==> config.mk <==
export PLATFORM = sky130hd
export DESIGN_NAME = lvds_rx_lane_trainer
export DESIGN_NICKNAME = d
export VERILOG_FILES = /design/src/rtl/lvds_rx_pkg.sv /design/src/rtl/lvds_eye_tracker.sv /design/src/rtl/lvds_rx_lane_trainer.sv
export SDC_FILE = /design/constraint.sdc
export NUM_CORES = 1
export LEC_CHECK = 0
export BUFFER_PORTS_ARGS = -buffer_cell sky130_fd_sc_hd__buf_2
export CAP_MARGIN = 20
export CORE_MARGIN = 2
export CORE_UTILIZATION = 40
export DETAILED_ROUTE_END_ITERATION = 10
export PLACE_DENSITY = 0.64
export SETUP_SLACK_MARGIN = 0.4
export SLEW_MARGIN = 30
export SYNTH_ARGS = -nofsm -noshare
export SYNTH_HDL_FRONTEND = slang
export SYNTH_SLANG_ARGS = --single-unit
==> constraint.sdc <==
create_clock -name I_clk_1x -period 4.9 [get_ports I_clk_1x]
set_input_delay 0.98 -clock I_clk_1x [delete_from_list [all_inputs] [get_ports I_clk_1x]]
set_output_delay 0.98 -clock I_clk_1x [all_outputs]
set_load 0.02 [all_outputs]
==> src/rtl/lvds_rx_pkg.sv <==
// Shared definitions for the LVDS receive lane trainer.
//   - state_t      : trainer FSM encoding
//   - DW_DEF       : default parallel word width (1:7 deserialiser)
//   - DLY_W_DEF    : default IDELAY code width
//   - ALIGN_PAT_DEF: nominal clock-lane word
//   - rotl()       : word rotation used for both the align search and the data path
package lvds_rx_pkg;

    localparam int DW_DEF    = 7;
    localparam int DLY_W_DEF = 8;
    localparam logic [DW_DEF-1:0] ALIGN_PAT_DEF = 7'b1100011;

    typedef enum logic [3:0] {
        ST_IDLE,
        ST_SET,
        ST_SETTLE,
        ST_SAMPLE,
        ST_NEXT,
        ST_CENTER,
        ST_ALIGN,
        ST_LOCKED,
        ST_FAIL
    } state_t;

    // Result bit i takes w[(i + r) mod DW]: the bit received r positions later
    // becomes bit 0, which is how the serial stream is re-framed.
    function automatic logic [DW_DEF-1:0] rotl(input logic [DW_DEF-1:0] w,
                                               input logic [2:0]        r);
        logic [2*DW_DEF-1:0] t;
        t = {w, w} >> r;
        return t[DW_DEF-1:0];
    endfunction

endpackage

==> src/rtl/lvds_eye_tracker.sv <==
// Per-lane eye tracker. Tracks whether the P and N sample paths agreed for a
// whole sample window, and keeps the current and the widest run of stable
// delay codes seen during the sweep.
//   clk_i, rst_i : clock, synchronous active-high reset
//   clear_i      : drop all run history (new training)
//   arm_i        : set the stable flag ahead of a sample window
//   sample_i     : sample window active; any P/N difference clears stable
//   update_i     : close the window for code_i and update the run trackers
//   pdata_i/ndata_i : this lane's P and N words
//   center_o     : centre code of the widest run
//   eye_ok_o     : widest run is at least MIN_EYE codes
module lvds_eye_tracker
    import lvds_rx_pkg::*;
#(
    parameter int DW      = DW_DEF,
    parameter int DLY_W   = DLY_W_DEF,
    parameter int MIN_EYE = 8
) (
    input  logic             clk_i,
    input  logic             rst_i,
    input  logic             clear_i,
    input  logic             arm_i,
    input  logic             sample_i,
    input  logic             update_i,
    input  logic [DLY_W-1:0] code_i,
    input  logic [DW-1:0]    pdata_i,
    input  logic [DW-1:0]    ndata_i,
    output logic [DLY_W-1:0] center_o,
    output logic             eye_ok_o
);

    logic             stable_q, stable_d;
    logic [DLY_W-1:0] cur_start_q, cur_start_d;
    logic [DLY_W-1:0] best_start_q, best_start_d;
    // One extra bit so a run covering every code cannot overflow.
    logic [DLY_W:0]   cur_len_q, cur_len_d;
    logic [DLY_W:0]   best_len_q, best_len_d;

    always_comb begin
        stable_d     = stable_q;
        cur_start_d  = cur_start_q;
        cur_len_d    = cur_len_q;
        best_start_d = best_start_q;
        best_len_d   = best_len_q;
        if (clear_i) begin
            stable_d     = 1'b1;
            cur_start_d  = '0;
            cur_len_d    = '0;
            best_start_d = '0;
            best_len_d   = '0;
        end else begin
            if (arm_i) begin
                stable_d = 1'b1;
            end else if (sample_i && (pdata_i != ndata_i)) begin
                stable_d = 1'b0;
            end
            if (update_i) begin
                if (stable_q) begin
                    if (cur_len_q == '0) begin
                        cur_start_d = code_i;
                    end
                    cur_len_d = cur_len_q + 1'b1;
                    // Strict compare: the earliest of equally wide eyes wins.
                    if (cur_len_d > best_len_q) begin
                        best_start_d = cur_start_d;
                        best_len_d   = cur_len_d;
                    end
                end else begin
                    cur_len_d = '0;
                end
            end
        end
    end

    always_ff @(posedge clk_i) begin
        if (rst_i) begin
            stable_q     <= 1'b0;
            cur_start_q  <= '0;
            cur_len_q    <= '0;
            best_start_q <= '0;
            best_len_q   <= '0;
        end else begin
            stable_q     <= stable_d;
            cur_start_q  <= cur_start_d;
            cur_len_q    <= cur_len_d;
            best_start_q <= best_start_d;
            best_len_q   <= best_len_d;
        end
    end

    assign center_o = DLY_W'({1'b0, best_start_q} + ((best_len_q - 1'b1) >> 1));
    assign eye_ok_o = (best_len_q >= (DLY_W+1)'(MIN_EYE));

endmodule

==> src/rtl/lvds_rx_lane_trainer.sv <==
// LVDS 1:7 receive lane trainer (pixel-clock domain).
// Sweeps a shared IDELAY code, finds each lane's widest P/N-stable eye,
// centres every lane in its eye, then searches the word rotation that
// frames the clock lane (lane 0) onto ALIGN_PAT and tracks lock.
//   I_clk_1x       : pixel clock
//   I_rst          : synchronous active-high reset
//   I_train_start  : pulse, (re)starts training from code 0
//   I_diff_pdata   : P-path words, lane i at [i*DW +: DW]
//   I_diff_ndata   : N-path words, same packing
//   O_idelay_num   : per-lane delay code
//   O_data         : rotated lane data, zero unless locked
//   O_rot          : selected rotation
//   O_busy         : sweep / centre / align in progress
//   O_locked       : aligned and tracking
//   O_fail         : sticky failure flag
module lvds_rx_lane_trainer
    import lvds_rx_pkg::*;
#(
    parameter int              LANES     = 4,
    parameter int              DW        = DW_DEF,
    parameter int              DLY_W     = DLY_W_DEF,
    parameter int              DLY_MAX   = 253,
    parameter int              SETTLE    = 16,
    parameter int              SAMPLE    = 64,
    parameter int              MIN_EYE   = 8,
    parameter logic [DW-1:0]   ALIGN_PAT = ALIGN_PAT_DEF,
    parameter int              LOSS_LIM  = 4
) (
    input  logic                   I_clk_1x,
    input  logic                   I_rst,
    input  logic                   I_train_start,
    input  logic [LANES*DW-1:0]    I_diff_pdata,
    input  logic [LANES*DW-1:0]    I_diff_ndata,
    output logic [LANES*DLY_W-1:0] O_idelay_num,
    output logic [LANES*DW-1:0]    O_data,
    output logic [2:0]             O_rot,
    output logic                   O_busy,
    output logic                   O_locked,
    output logic                   O_fail
);

    localparam int CNT_W = 16;

    state_t                 state_q, state_d;
    logic [DLY_W-1:0]       code_q, code_d;
    logic [CNT_W-1:0]       cnt_q, cnt_d;
    logic [2:0]             cand_q, cand_d;
    logic [2:0]             rot_q, rot_d;
    logic [2:0]             pass_q, pass_d;
    logic [7:0]             loss_q, loss_d;
    logic                   fail_q, fail_d;
    logic [LANES*DLY_W-1:0] dly_q, dly_d;
    logic [LANES*DW-1:0]    data_q;
    logic [LANES*DW-1:0]    rot_data_w;
    logic [LANES*DLY_W-1:0] center_w;
    logic [LANES-1:0]       eye_ok_w;
    logic                   match_cand_w;
    logic                   match_lock_w;

    for (genvar g = 0; g < LANES; g++) begin : g_lane
        lvds_eye_tracker #(
            .DW      (DW),
            .DLY_W   (DLY_W),
            .MIN_EYE (MIN_EYE)
        ) u_eye (
            .clk_i    (I_clk_1x),
            .rst_i    (I_rst),
            .clear_i  (I_train_start),
            .arm_i    (state_q == ST_SET),
            .sample_i (state_q == ST_SAMPLE),
            .update_i (state_q == ST_NEXT),
            .code_i   (code_q),
            .pdata_i  (I_diff_pdata[g*DW +: DW]),
            .ndata_i  (I_diff_ndata[g*DW +: DW]),
            .center_o (center_w[g*DLY_W +: DLY_W]),
            .eye_ok_o (eye_ok_w[g])
        );
        // Rotating with rot_d lets the first LOCKED cycle already carry framed data.
        assign rot_data_w[g*DW +: DW] = rotl(I_diff_pdata[g*DW +: DW], rot_d);
    end

    assign match_cand_w = (rotl(I_diff_pdata[DW-1:0], cand_q) == ALIGN_PAT);
    assign match_lock_w = (rotl(I_diff_pdata[DW-1:0], rot_q) == ALIGN_PAT);

    always_comb begin
        state_d = state_q;
        code_d  = code_q;
        cnt_d   = cnt_q;
        cand_d  = cand_q;
        rot_d   = rot_q;
        pass_d  = pass_q;
        loss_d  = loss_q;
        fail_d  = fail_q;
        dly_d   = dly_q;
        if (I_train_start) begin
            state_d = ST_SET;
            code_d  = '0;
            cnt_d   = '0;
            fail_d  = 1'b0;
        end else begin
            case (state_q)
                ST_IDLE: ;
                ST_SET: begin
                    dly_d   = {LANES{code_q}};
                    cnt_d   = '0;
                    state_d = ST_SETTLE;
                end
                ST_SETTLE: begin
                    if (cnt_q == CNT_W'(SETTLE-1)) begin
                        cnt_d   = '0;
                        state_d = ST_SAMPLE;
                    end else begin
                        cnt_d = cnt_q + 1'b1;
                    end
                end
                ST_SAMPLE: begin
                    if (cnt_q == CNT_W'(SAMPLE-1)) begin
                        cnt_d   = '0;
                        state_d = ST_NEXT;
                    end else begin
                        cnt_d = cnt_q + 1'b1;
                    end
                end
                ST_NEXT: begin
                    if (code_q == DLY_W'(DLY_MAX)) begin
                        cnt_d   = '0;
                        state_d = ST_CENTER;
                    end else begin
                        code_d  = code_q + 1'b1;
                        state_d = ST_SET;
                    end
                end
                ST_CENTER: begin
                    // cnt 0 loads the centred codes; cnt 1..SETTLE lets them settle.
                    if (cnt_q == '0) begin
                        dly_d = center_w;
                        if (!(&eye_ok_w)) begin
                            fail_d  = 1'b1;
                            state_d = ST_FAIL;
                        end else begin
                            cnt_d = cnt_q + 1'b1;
                        end
                    end else if (cnt_q == CNT_W'(SETTLE)) begin
                        cand_d  = '0;
                        pass_d  = '0;
                        state_d = ST_ALIGN;
                    end else begin
                        cnt_d = cnt_q + 1'b1;
                    end
                end
                ST_ALIGN: begin
                    if (match_cand_w) begin
                        rot_d   = cand_q;
                        loss_d  = '0;
                        state_d = ST_LOCKED;
                    end else if (cand_q == 3'(DW-1)) begin
                        cand_d = '0;
                        if (pass_q == 3'd3) begin
                            fail_d  = 1'b1;
                            state_d = ST_FAIL;
                        end else begin
                            pass_d = pass_q + 1'b1;
                        end
                    end else begin
                        cand_d = cand_q + 1'b1;
                    end
                end
                ST_LOCKED: begin
                    if (match_lock_w) begin
                        loss_d = '0;
                    end else if (loss_q == 8'(LOSS_LIM-1)) begin
                        // Re-align with the current delay codes.
                        loss_d  = '0;
                        cand_d  = '0;
                        pass_d  = '0;
                        state_d = ST_ALIGN;
                    end else begin
                        loss_d = loss_q + 1'b1;
                    end
                end
                ST_FAIL: ;
                default: state_d = ST_IDLE;
            endcase
        end
    end

    always_ff @(posedge I_clk_1x) begin
        if (I_rst) begin
            state_q <= ST_IDLE;
            code_q  <= '0;
            cnt_q   <= '0;
            cand_q  <= '0;
            rot_q   <= '0;
            pass_q  <= '0;
            loss_q  <= '0;
            fail_q  <= 1'b0;
            dly_q   <= '0;
            data_q  <= '0;
        end else begin
            state_q <= state_d;
            code_q  <= code_d;
            cnt_q   <= cnt_d;
            cand_q  <= cand_d;
            rot_q   <= rot_d;
            pass_q  <= pass_d;
            loss_q  <= loss_d;
            fail_q  <= fail_d;
            dly_q   <= dly_d;
            data_q  <= rot_data_w;
        end
    end

    assign O_idelay_num = dly_q;
    assign O_data       = (state_q == ST_LOCKED) ? data_q : '0;
    assign O_rot        = rot_q;
    assign O_busy       = (state_q == ST_SET)    || (state_q == ST_SETTLE) ||
                          (state_q == ST_SAMPLE) || (state_q == ST_NEXT)   ||
                          (state_q == ST_CENTER) || (state_q == ST_ALIGN);
    assign O_locked     = (state_q == ST_LOCKED);
    assign O_fail       = fail_q;

endmodule

# Word-level counts from Yosys, hierarchy flattened
# Index checks and enable logic that the tools add are counted.
dict set report classes {
  addsub 17
  order_cmp 8
  n_eq_ne 50
  shift 6
  mux 67
  n_bitwise 3
  reduce_logical 44
}
# cell n
set op_table {}
lappend op_table {{16-bit two-way mux} 6}
lappend op_table {{14-bit by 3-bit right shift with 7-bit output} 6}
lappend op_table {{16-bit one-hot mux with 5 select lines} 1}
lappend op_table {{32-bit one-hot mux with 2 select lines} 1}
lappend op_table {{8-bit two-way mux} 7}
lappend op_table {{4-bit two-way mux} 10}
lappend op_table {{3-bit two-way mux} 13}
lappend op_table {{9-bit by 1-bit adder with 9-bit output, second input constant} 4}
lappend op_table {{9-bit by 4-bit >= comparator with 1-bit output, second input constant} 4}
lappend op_table {{9-bit greater-than comparator} 4}
lappend op_table {{9-bit zero test} 4}
lappend op_table {{9-bit two-way mux} 4}
lappend op_table {{9-bit by 1-bit subtractor with 9-bit output, second input constant} 4}
lappend op_table {{8-bit adder} 4}
lappend op_table {{32-bit two-way mux} 1}
lappend op_table {{4-bit one-hot mux with 8 select lines} 1}
lappend op_table {{28-bit two-way mux} 1}
lappend op_table {{7-bit inequality test} 4}
lappend op_table {{3-bit inequality test, second input constant} 9}
lappend op_table {{9-bit AND reduction} 3}
lappend op_table {{2-bit inequality test, second input constant} 13}
lappend op_table {{1-bit two-way mux} 18}
lappend op_table {{3-bit one-hot mux with 3 select lines} 2}
lappend op_table {{3-bit AND reduction} 6}
lappend op_table {{33 further kinds} 65}
dict set report word_totals {
  register_bits 246
  inputBits 59
  output_inout_bits 66
  elab_cells 226
}

# Longest topological paths before layout
dict set report depth {
  depth_word 6
  ltp_mapped 14
  mapped_depth_nobuf 12
}

# Hierarchy
# From an unflattened synthesis, not the netlist that was laid out.
dict set report unflattened {
  cells_unflattened 1928
  area_unflattened_um2 16102.9
}
# mod instances cells_each area_per_inst_um2 seq_area_each_um2
set modules_own_cells {}
lappend modules_own_cells {lvds_rx_lane_trainer 1 898 6886.6 2122.0}
lappend modules_own_cells {{lvds_eye_tracker (g_lane[0].u_eye ...)} 2 258 2311.0 700.7}
lappend modules_own_cells {{lvds_eye_tracker (g_lane[3].u_eye)} 1 258 2314.7 700.7}
lappend modules_own_cells {{lvds_eye_tracker (g_lane[2].u_eye)} 1 256 2279.7 700.7}

# Worst setup path before layout
# OpenSTA, ideal clock, no wires.
dict set report synth_timing {
  path_kind {input -> register}
  start {in I_diff_pdata[1]}
  end {reg data_q[21]}
  setup_ns 0.140
  t_arrival_ns 3.598
  setup_slack_ns 1.162
  stages 11
  path_buffers 3
  cell_sequence {buf_2 > or3b_1 > a21oi_1 > o211ai_1 > a2111oi_4 > mux2i_1 > buf_6 > buf_8 > mux2i_2 > o22a_1 > o221ai_1}
}
dict set report synth_between {
  elab_chain_len 6
}
# element line_no
set synth_lines {}
lappend synth_lines {{start, declared} lvds_rx_lane_trainer.sv:32} ;# input logic [LANES*DW-1:0] I_diff_pdata,
lappend synth_lines {{14-bit by 3-bit right shift with 7-bit output} lvds_rx_pkg.sv:30} ;# t = {w, w} >> r;
lappend synth_lines {{7-bit equality test} lvds_rx_lane_trainer.sv:82} ;# assign match_cand_w = (rotl(I_diff_pdata[DW-1:0], cand_q) == ALIGN_PAT);
lappend synth_lines {{3-bit two-way mux} lvds_rx_lane_trainer.sv:152} ;# if (match_cand_w) begin
lappend synth_lines {{3-bit two-way mux} lvds_rx_lane_trainer.sv:101} ;# case (state_q)
lappend synth_lines {{3-bit two-way mux} lvds_rx_lane_trainer.sv:95} ;# if (I_train_start) begin
lappend synth_lines {{14-bit by 3-bit right shift with 7-bit output} lvds_rx_pkg.sv:30}
lappend synth_lines {{end signal, assigned} lvds_rx_lane_trainer.sv:209} ;# data_q <= rot_data_w;
lappend synth_lines {{end, declared} lvds_rx_lane_trainer.sv:53} ;# logic [LANES*DW-1:0] data_q;
# Every way passes these cells.
# A chain may end at the register's enable or synchronous reset.

# Worst setup path in the final report
dict set report layout_timing {
  start {reg cand_q[1]}
  end {reg data_q[9]}
}
dict set report layout_between {
  elab_chain_len 6
}
# element line_no
set layout_lines {}
lappend layout_lines {{start, declared} lvds_rx_lane_trainer.sv:47} ;# logic [2:0] cand_q, cand_d;
lappend layout_lines {{start signal, assigned} lvds_rx_lane_trainer.sv:203} ;# cand_q <= cand_d;
lappend layout_lines {{14-bit by 3-bit right shift with 7-bit output} lvds_rx_pkg.sv:30}
lappend layout_lines {{7-bit equality test} lvds_rx_lane_trainer.sv:82}
lappend layout_lines {{3-bit two-way mux (*)} lvds_rx_lane_trainer.sv:152}
lappend layout_lines {{3-bit two-way mux (*)} lvds_rx_lane_trainer.sv:101}
lappend layout_lines {{3-bit two-way mux (*)} lvds_rx_lane_trainer.sv:95}
lappend layout_lines {{14-bit by 3-bit right shift with 7-bit output (*)} lvds_rx_pkg.sv:30}
# Every way passes the cells marked *; elsewhere a longest branch is shown, timed or not.

==> out/results.md <==
| Parameter | This run |
|---|---|
| Run status | finished, final reports clean |
| Count of antenna-violating nets left after detailed routing | 0 |
| Residual DRC | 0 |
| Layout cell share with drive strength beyond 1 | 0.122 |
| Min-Delay Startpoint | pass_q[1]$_SDFFE_PP0P_ |
| Synth Warn # | 0 |
| Async set or reset register ratio after synthesis | 0 |
| PwrDens | 264 mW/mm² |
| Synth Instances | 1696 |
| Die boundary width | 195 µm |
| Place WS | 668 ps |
| Fmax | 255 MHz |
| First-pass iteration count of the detailed router | 7 |
| Filler cell count | 3509 |
| Startpoint class of the critical path | flip-flop |
| Post-placement cell count | 2192 |
| Startpoint of the lowest-slack register-to-register path | cand_q[1]$_SDFFE_PP0P_ |
| Dominant cell type by area after synthesis | sky130_fd_sc_hd__dfxtp_1 |
| Critical path start-end classification | flip-flop to flip-flop |
| Predominant post-synthesis flop cell | sky130_fd_sc_hd__dfxtp_1 |
| Latest clock arrival within the worst-skew pair | 560 ps |
| Setup violations, final | 0 |
| Post-synthesis instance area | 0.0146 mm² |
| Setup bufs post-CTS | 0 |
| RSZ-0062 raised after global routing | false |
| Min Clock Period, post-route | 3920 ps |
| Post-DR vias/cell | 5.43 |
| Net count of the finished layout | 1908 |
| DRC marker count from the first detailed-route iteration | 739 |
| Portion of the clock cycle consumed by the worst path in the final layout | 0.799 |
| Clock sink total | 246 |
| Total track usage | 0.187 |
| Arrival time of the worst setup path | 4290 ps |
| CTS Root Buffer Type | sky130_fd_sc_hd__clkbuf_16 |
| CTS Hold Bufs | 0 |
| Path category of the worst min-delay check | flip-flop to flip-flop |
| Die H | 195 µm |
| Post-synth net total | 1843 |
| Die outline area | 0.0380 mm² |
| Synthesis-stage register bit count | 246 |
| Number of top-level pins | 125 |
| Total gr overflow | 0 |
| CTS HTree Levels | 1 |
| Most numerous cell types in the synthesized netlist | sky130_fd_sc_hd__nor2_1 (258), sky130_fd_sc_hd__dfxtp_1 (246), sky130_fd_sc_hd__mux2i_1 (134) |
| Number of diodes added for antenna fixing | 0 |
| Number of input and output port buffers inserted | 124 |
| Weighted congestion at the end of routability-driven global placement | 0.829 |
| Initial Util | 0.408 |
| Worst slew pin tran | 849 ps |
| Global-route wire length before repair | 59200 µm |
| Area growth from synthesis to final layout | 12.9% |
| Maximum vdd ir drop | 282 µV |
| Antenna violations before repair | 0 |
| Total Negative Setup Slacks | 0 ps |
| Post-cts sizing count | 0 |
| EDFF count, synth | 0 |
| Core area | 0.0357 mm² |
| Least setup slack across all paths after layout | 984 ps |
| MaxCap Viol Count | 0 |
| Final cell count without fillers | 2242 |
| Relative slew slack | 0.434 |
| Yosys cell types | 71 |
| Clock transition at the registers of the reported paths | 60 ps |
| Count of pins over their slew limit | 0 |
| TritonCTS Buffers | 27 |
| Largest cells by area after synthesis | sky130_fd_sc_hd__dfxtp_1 (34%), sky130_fd_sc_hd__mux2i_1 (9.2%), sky130_fd_sc_hd__ha_1 (7.2%) |
| Final wirelength | 36600 µm |
| Vias in the first global route | 11600 |
| Post-detailed-placement half-perimeter wirelength | 26400 µm |
| Total vias in the final route | 12200 |
| Avg Synthesized Cell Area | 8.60 µm² |
| P_leak | 0.00665 µW |
| Sort of element at the end of the critical path | flip-flop |
| Pin count of the biggest net entering global routing | 74 |
| Worst hold path depth | 2 |
| Worst r2r path cells | 10 |
| Critical path startpoint | cand_q[1]$_SDFFE_PP0P_ |
| Number of failing hold endpoints at the final stage | 0 |
| Final routed wire length divided by cell count | 16.3 µm |
| Critical path required time | 5280 ps |
| Worst-path maximum fanout | 22 |
| Final clock skew | 25.4 ps |
| Most numerous cell in the Yosys netlist | sky130_fd_sc_hd__nor2_1 |
| Top-area cell type share of the netlist area | 0.338 |
| Clock buffer depth | 3 |
| # rows | 69 |
| Clock tree from TritonCTS | built |
| Sequential share of the synthesized area | 0.338 |
[layout by cell type, fill, tap and decap left out, types with 22 or more instances in the layout]
| cell type | count |
|---|---|
| sky130_fd_sc_hd__a211oi_1 | 61 |
| sky130_fd_sc_hd__a21oi_1 | 87 |
| sky130_fd_sc_hd__and2_1 | 32 |
| sky130_fd_sc_hd__buf_2 | 124 |
| sky130_fd_sc_hd__clkbuf_16 | 27 |
| sky130_fd_sc_hd__dfxtp_1 | 246 |
| sky130_fd_sc_hd__ha_1 | 84 |
| sky130_fd_sc_hd__inv_1 | 65 |
| sky130_fd_sc_hd__mux2i_1 | 133 |
| sky130_fd_sc_hd__nand2_1 | 67 |
| sky130_fd_sc_hd__nand3_1 | 41 |
| sky130_fd_sc_hd__nand4_1 | 23 |
| sky130_fd_sc_hd__nor2_1 | 257 |
| sky130_fd_sc_hd__nor2b_1 | 22 |
| sky130_fd_sc_hd__nor3_1 | 38 |
| sky130_fd_sc_hd__o21ai_0 | 29 |
| sky130_fd_sc_hd__o221ai_1 | 30 |
| sky130_fd_sc_hd__o22a_1 | 28 |
| sky130_fd_sc_hd__xnor2_1 | 86 |
| sky130_fd_sc_hd__xor2_1 | 50 |
[flip-flops by register name (all words and copies together) (netlist names), 8 cells and up]
name,cells
O_idelay_num,32
cnt_q,16
code_q,8
data_q,28
g_lane.u_eye.best_len_q,36
g_lane.u_eye.best_start_q,32
g_lane.u_eye.cur_len_q,36
g_lane.u_eye.cur_start_q,32
loss_q,8
[per-stage QoR]
stage                     hold slack, ps  area [µm²]   util  total power, µW
final                                490       16500  0.461             4350
after global routing                 503       16500  0.461             4510
after floorplan                      455       14600      -             2270
after CTS                            491       16400  0.460             4410
after detailed placement             479       15500  0.435             2370
after global placement               466       15500  0.435             2360
[routing by layer]
layer,vias to the layer above,routed length [µm],GRT usage
li1,6159,-,-
met1,5676,17600,0.256
met2,278,16400,0.308
met3,62,1750,0.0259
met4,0,921,0.0540
met5,-,0,0
[critical path, cell delays in order (launching register included)]
cell                        delay (ps)
sky130_fd_sc_hd__dfxtp_1           770
sky130_fd_sc_hd__mux2i_1           390
sky130_fd_sc_hd__mux2i_1           120
sky130_fd_sc_hd__o32a_1            350
sky130_fd_sc_hd__a2111oi_4         320
sky130_fd_sc_hd__buf_4             250
sky130_fd_sc_hd__mux2i_4           500
sky130_fd_sc_hd__buf_12            270
sky130_fd_sc_hd__mux2i_1           420
sky130_fd_sc_hd__o22a_1            230
sky130_fd_sc_hd__o221ai_1          120
[layout make-up]
class | count | area, µm² | area share
inverters | 66 | 248 | 0.0150
flip-flops and latches | 246 | 4920 | 0.299
well taps | 461 | 577 | 0.0350
clock inverters | 10 | 96.3 | 0.00585
clock buffers | 39 | 791 | 0.0480
repair buffers | 140 | 786 | 0.0477
multi-input cells | 1280 | 9050 | 0.549
[kinds of logic (layout without fill, tap and decap cells)]
logic type,Yosys count,in the layout,share of synthesized area
flops,246,246,0.338
fa+ha+maj,88,88,0.0776
compound gates,333,333,0.160
simple gates,572,572,0.187
xor+xnor,136,136,0.0817
buf+inv,170,255,0.0466
mux,151,151,0.110
[path summary, 6_finish.rpt]
kind / to / slack (ps)
setup / recovery: data_q[9]$_SDFF_PP0_ / 980
hold / removal: pass_q[1]$_SDFFE_PP0P_ / 490
setup reg to reg: data_q[9]$_SDFF_PP0_ / 980
hold reg to reg: pass_q[1]$_SDFFE_PP0P_ / 490
[where the power goes]
part / total (µW) / internal, µW / switching [µW]
Sequential: 2060 / 2030 / 24.8
Clock: 2030 / 1180 / 850
Combinational: 268 / 99.7 / 168
(Power assumes the default switching activity.)
